<file path="config.mk">
export PLATFORM = sky130hd
export DESIGN_NAME = router_clk_gate_ctrl
export DESIGN_NICKNAME = d
export VERILOG_FILES = /design/src/rtl/router_clk_gate_ctrl.sv
export SDC_FILE = /design/constraint.sdc
export NUM_CORES = 1
export LEC_CHECK = 0
export CAP_MARGIN = 20
export CORE_ASPECT_RATIO = 1.2
export CORE_UTILIZATION = 35
export CTS_CLUSTER_DIAMETER = 200
export DETAILED_ROUTE_END_ITERATION = 12
export DONT_BUFFER_PORTS = 1
export MAX_ROUTING_LAYER = met4
export PLACE_DENSITY = 0.52
export SETUP_SLACK_MARGIN = 0.3
export SYNTH_ARGS = -nofsm -noshare
export SYNTH_HDL_FRONTEND = slang
export SYNTH_SLANG_ARGS = --single-unit
</file>
<file path="constraint.sdc">
create_clock -name clk -period 2.55 [get_ports clk]
set_input_delay 0.255 -clock clk [delete_from_list [all_inputs] [get_ports clk]]
set_output_delay 0.255 -clock clk [all_outputs]
set_load 0.01 [all_outputs]
</file>
<file path="src/rtl/router_clk_gate_ctrl.sv">
// Clock-gate controller for one mesh router: gates the router clock after a
// programmable run of quiet cycles and wakes it combinationally on demand.
module router_clk_gate_ctrl #(
  parameter int IDLE_CYCLES = 4,
  parameter int CNT_WIDTH   = 16
) (
  input  logic                 clk,
  input  logic                 reset,
  input  logic [4:0]           si_vec,
  input  logic [4:0]           so_vec,
  input  logic [4:0]           occ_vec,
  input  logic                 gate_en,
  input  logic                 force_on,
  input  logic                 clear_stats,
  output logic                 icg_en,
  output logic                 gated,
  output logic [CNT_WIDTH-1:0] gated_cycles,
  output logic [CNT_WIDTH-1:0] wake_count
);

  localparam int EFF_IDLE = (IDLE_CYCLES < 1) ? 1 : IDLE_CYCLES;
  localparam int IW       = $clog2(EFF_IDLE + 1);
  localparam logic [IW-1:0] TERM_CNT = IW'(EFF_IDLE - 1);

  typedef enum logic [1:0] {
    ACTIVE    = 2'd0,
    IDLE_WAIT = 2'd1,
    GATED     = 2'd2
  } state_t;

  state_t        state, state_nxt;
  logic [IW-1:0] idle_cnt, idle_cnt_nxt;
  logic          quiet, wake;
  logic          gate_inc, wake_inc;

  assign quiet = ~|si_vec & ~|so_vec & ~|occ_vec & gate_en & ~force_on;
  assign wake  = |si_vec | |so_vec | force_on | ~gate_en;

  // Wake opens the latch in the same cycle so the first gated edge sees the request.
  assign icg_en = reset | (state != GATED) | wake;

  always_comb begin
    // NOTE: every signal driven here gets a default first so no latch is inferred.
    state_nxt    = state;
    idle_cnt_nxt = idle_cnt;
    gate_inc     = 1'b0;
    wake_inc     = 1'b0;
    case (state)
      ACTIVE: begin
        if (quiet) begin
          idle_cnt_nxt = IW'(1);
          state_nxt    = (EFF_IDLE == 1) ? GATED : IDLE_WAIT;
        end
      end
      IDLE_WAIT: begin
        if (!quiet) begin
          state_nxt    = ACTIVE;
          idle_cnt_nxt = '0;
        end else if (idle_cnt == TERM_CNT) begin
          state_nxt = GATED;
        end else begin
          idle_cnt_nxt = idle_cnt + IW'(1);
        end
      end
      GATED: begin
        // occ_vec is ignored here: the router is frozen and cannot drain.
        if (wake) begin
          state_nxt    = ACTIVE;
          idle_cnt_nxt = '0;
          wake_inc     = 1'b1;
        end else begin
          gate_inc = 1'b1;
        end
      end
      default: begin
        state_nxt    = ACTIVE;
        idle_cnt_nxt = '0;
      end
    endcase
  end

  always_ff @(posedge clk) begin
    // NOTE: sequential state uses non-blocking assignments only.
    if (reset) begin
      state        <= ACTIVE;
      idle_cnt     <= '0;
      gated        <= 1'b0;
      gated_cycles <= '0;
      wake_count   <= '0;
    end else begin
      state    <= state_nxt;
      idle_cnt <= idle_cnt_nxt;
      gated    <= (state_nxt == GATED);
      // Clear wins over a same-cycle increment; counters stick at all-ones.
      if (clear_stats) begin
        gated_cycles <= '0;
        wake_count   <= '0;
      end else begin
        if (gate_inc && !(&gated_cycles)) gated_cycles <= gated_cycles + CNT_WIDTH'(1);
        if (wake_inc && !(&wake_count))   wake_count   <= wake_count + CNT_WIDTH'(1);
      end
    end
  end

endmodule

</file>
==> out/metrics.yaml <==
worst_setup_path:
  crit_chain: "nand4_1 -> or3_4 -> o311ai_4 -> buf_4 -> nor4_1 -> o21a_1"
  crit_buf_inv: 1
  critical-path-max-stage-delay_ns: 0.47
  r2r-start: "wake_count[7]"
  worstPathMaxFanout: 14
  endpoint_kind: "flip-flop"
  cp.arrival_ns: 2.15
  slowest_stage: "dfxtp_1"
  cp-start-kind: "flip-flop"
  cpLargestDelayFamily: "simple AND/OR/NAND/NOR gates"
  worstPathRequired_ns: 2.73
  critPathKind: "flip-flop to flip-flop"
  critPathLaunch: "wake_count[7]"
pwr:
  p_leak_nw: 0.600
  power_density_nw_per_um2: 524
  peakVddDrop_mv: 0.273
  power_w: 0.00111
placement:
  dp_hpwl_mm: 3.13
  dpl.cell_count: 283
  gp_congestion: 0.774
  place_ws_ns: 0.582
  portBuffers: 0
cts:
  cts_made_buffers: 5
  clock_path_buffers: 2
  cts_root_buf: "clkbuf_8"
  cts_hold_buffers: 0
  clk_pin_slew_ns: 0.07
  cts.repair.resized: 0
  cts_tree: "built"
  h-tree-depth: 2
  postCtsSetupBuffers: 0
  clkLatencyLatePin_ns: 0.28
  cts_sinks: 38
sta:
  finalCritPeriodShare_pct: 77.4
  rsz0062_at_grt: "no"
  slew_headroom_pct: 58.9
  hold_ws_ns: 0.0407
  maxClockFrequency_mhz: 507
  fin_crit_ns: 1.97
  final.setup.tns_ns: 0
  setup_slack_ns: 0.576
  setup_viol: 0
  tightest_slew_ns: 0.617
  maxSlewViolCount: 0
  skew_ns: 0.00302
  hold_viol: 0
yosys:
  avgSynthCellArea_um2: 8.67
  yosysUniqueCellTypes: 50
  netlist_top_cells_area: "dfxtp_1 39%, xnor2_1 5.8%, nand2_1 3.8%"
  synth_top_area_share_pct: 39.0
  ys_seq_area_share_pct: 39.0
  ys.flop_type: "dfxtp_1"
  synth_cells: 225
  ys.warnings.count: 0
  synthDominantAreaCellType: "dfxtp_1"
  syn-num-nets: 249
  synth_edf_count: 0
  ys_async_sr_fraction_pct: 0
  synth_area_um2: 1950
  synth.ff_latch_count: 38
hold_path:
  hp-start: "reset"
  hp-class: "input pin to flip-flop"
routing:
  routed-via-count: 1634
  drc: 0
  ant_nets: 0
  drt_iter0_markers: 58
  first_pass_iters: 4
  wirelength_mm: 4.33
  wl_per_cell_um: 14.9
  vias_per_cell: 5.62
global_route:
  grt_pass1_vias: 1572
  grt_max_degree: 30
  grtUsageTotal_pct: 16.1
  gr-total-overflow: 0
  antenna_found_initial: 0
  grt_pass1_wl_mm: 7.46
finish:
  syn_to_final_growth_pct: 8.59
  fin_cells: 291
  fillCellCount: 557
  antenna_cells: 0
  layout-drive-gt1-share_pct: 10.9
  num-nets-final: 252
run_status:
  status: "completed"
run:
  max-cap-violations: 0
floorplanning:
  die_h_um: 83.8
  core-area_um2: 5330
  die_w_um: 70.2
  start_util_pct: 36.6
  std_cell_rows: 29
  dieArea_um2: 5880
  ios: 54
-- layer usage --
metal	global-route usage, %	up-vias	share of wire, %
met1	18.6	755	45
met2	26.4	32	50
met5	-	-	0
met4	4.91	0	0.53
met3	5.43	2	5.0
li1	-	845	-
-- kinds of logic after synthesis --
kind of cell             Yosys count  share of synthesized area [%]
adder cells (fa/ha/maj)            4                           2.56
XOR/XNOR                          14                           6.28
AND/OR/NAND/NOR                  111                           32.2
AO/OA/AOI/OAI                     42                           15.2
multiplexers                       1                          0.513
buffers and inverters             15                           4.23
flip-flops                        38                           39.0
-- worst reg2reg max path: cells and delay by family (launching register included) --
family          cells  cell delay [ns]
compound gates      2             0.45
buf+inv             1             0.23
flops               1             0.47
simple gates        3             0.72
-- sequential cells by signal (all words and copies together) (netlist names) --
name and count:
gated 1, state 2, wake_count 16, gated_cycles 16
idle_cnt 3
-- stage by stage --
stage,util [%],instance area (um^2)
after global placement,37.7,2010
after floorplan,-,1950
after detailed placement,37.7,2010
after global routing,39.7,2120
after CTS,39.7,2120
final,39.7,2120
-- placed cells by master, fill, tap and decap left out, types with 3 or more instances in the layout --
cell and count:
dfxtp_1 38, nand2_1 20, nor2_1 20, xnor2_1 13, nand3_1 11, a21oi_1 11
nand4_1 10, nor4_1 8, nor3_1 8, inv_1 6, or4_1 6, or3_1 6
o21ai_1 5, clkbuf_8 5, buf_4 5, and4_1 4, o21ai_0 4, ha_1 4
nor4_2 3, nor4b_1 3, a21oi_2 3, o31ai_1 3
-- power by group --
group / internal (W) / leakage, nW / total [W] / switching [W]
logic: 0.00000471 / 0.241 / 0.0000167 / 0.0000120
clock network: 0.000293 / 0.0524 / 0.000500 / 0.000207
registers: 0.000593 / 0.306 / 0.000593 / 0.000000000388
-- cells in the mapped netlist (all sizes together) (2+ instances only) --
cell / count
dfxtp: 38
o21ai: 10
o31ai: 3
a211oi: 2
buf: 4
ha: 4
inv: 6
nor2: 20
xnor2: 13
clkbuf: 5
and4: 4
or3: 9
nand2: 20
nor4: 11
nor4b: 4
nand3: 11
or4: 6
a21o: 2
nand4: 10
or2: 3
a21oi: 14
nor3: 8
-- cell type report --
cell class / instances / area [um^2] / area share (%)
sequential: 38 / 761 / 35.9
inverter: 6 / 22.5 / 1.06
timing repair buffer: 5 / 37.5 / 1.77
tap: 62 / 77.6 / 3.66
multi-input combinational: 172 / 1110 / 52.6
clock buffer: 7 / 76.3 / 3.60
clock inverter: 1 / 30.0 / 1.42
-- worst paths after layout --
check	end	slack [ns]	cells after the start
setup / recovery	wake_count[9]	0.58	6
hold / removal	state[1]	0.04	1
setup reg to reg	wake_count[9]	0.58	6
hold reg to reg	idle_cnt[2]	0.46	1
Note: power is estimated with default switching activity, not from simulation.
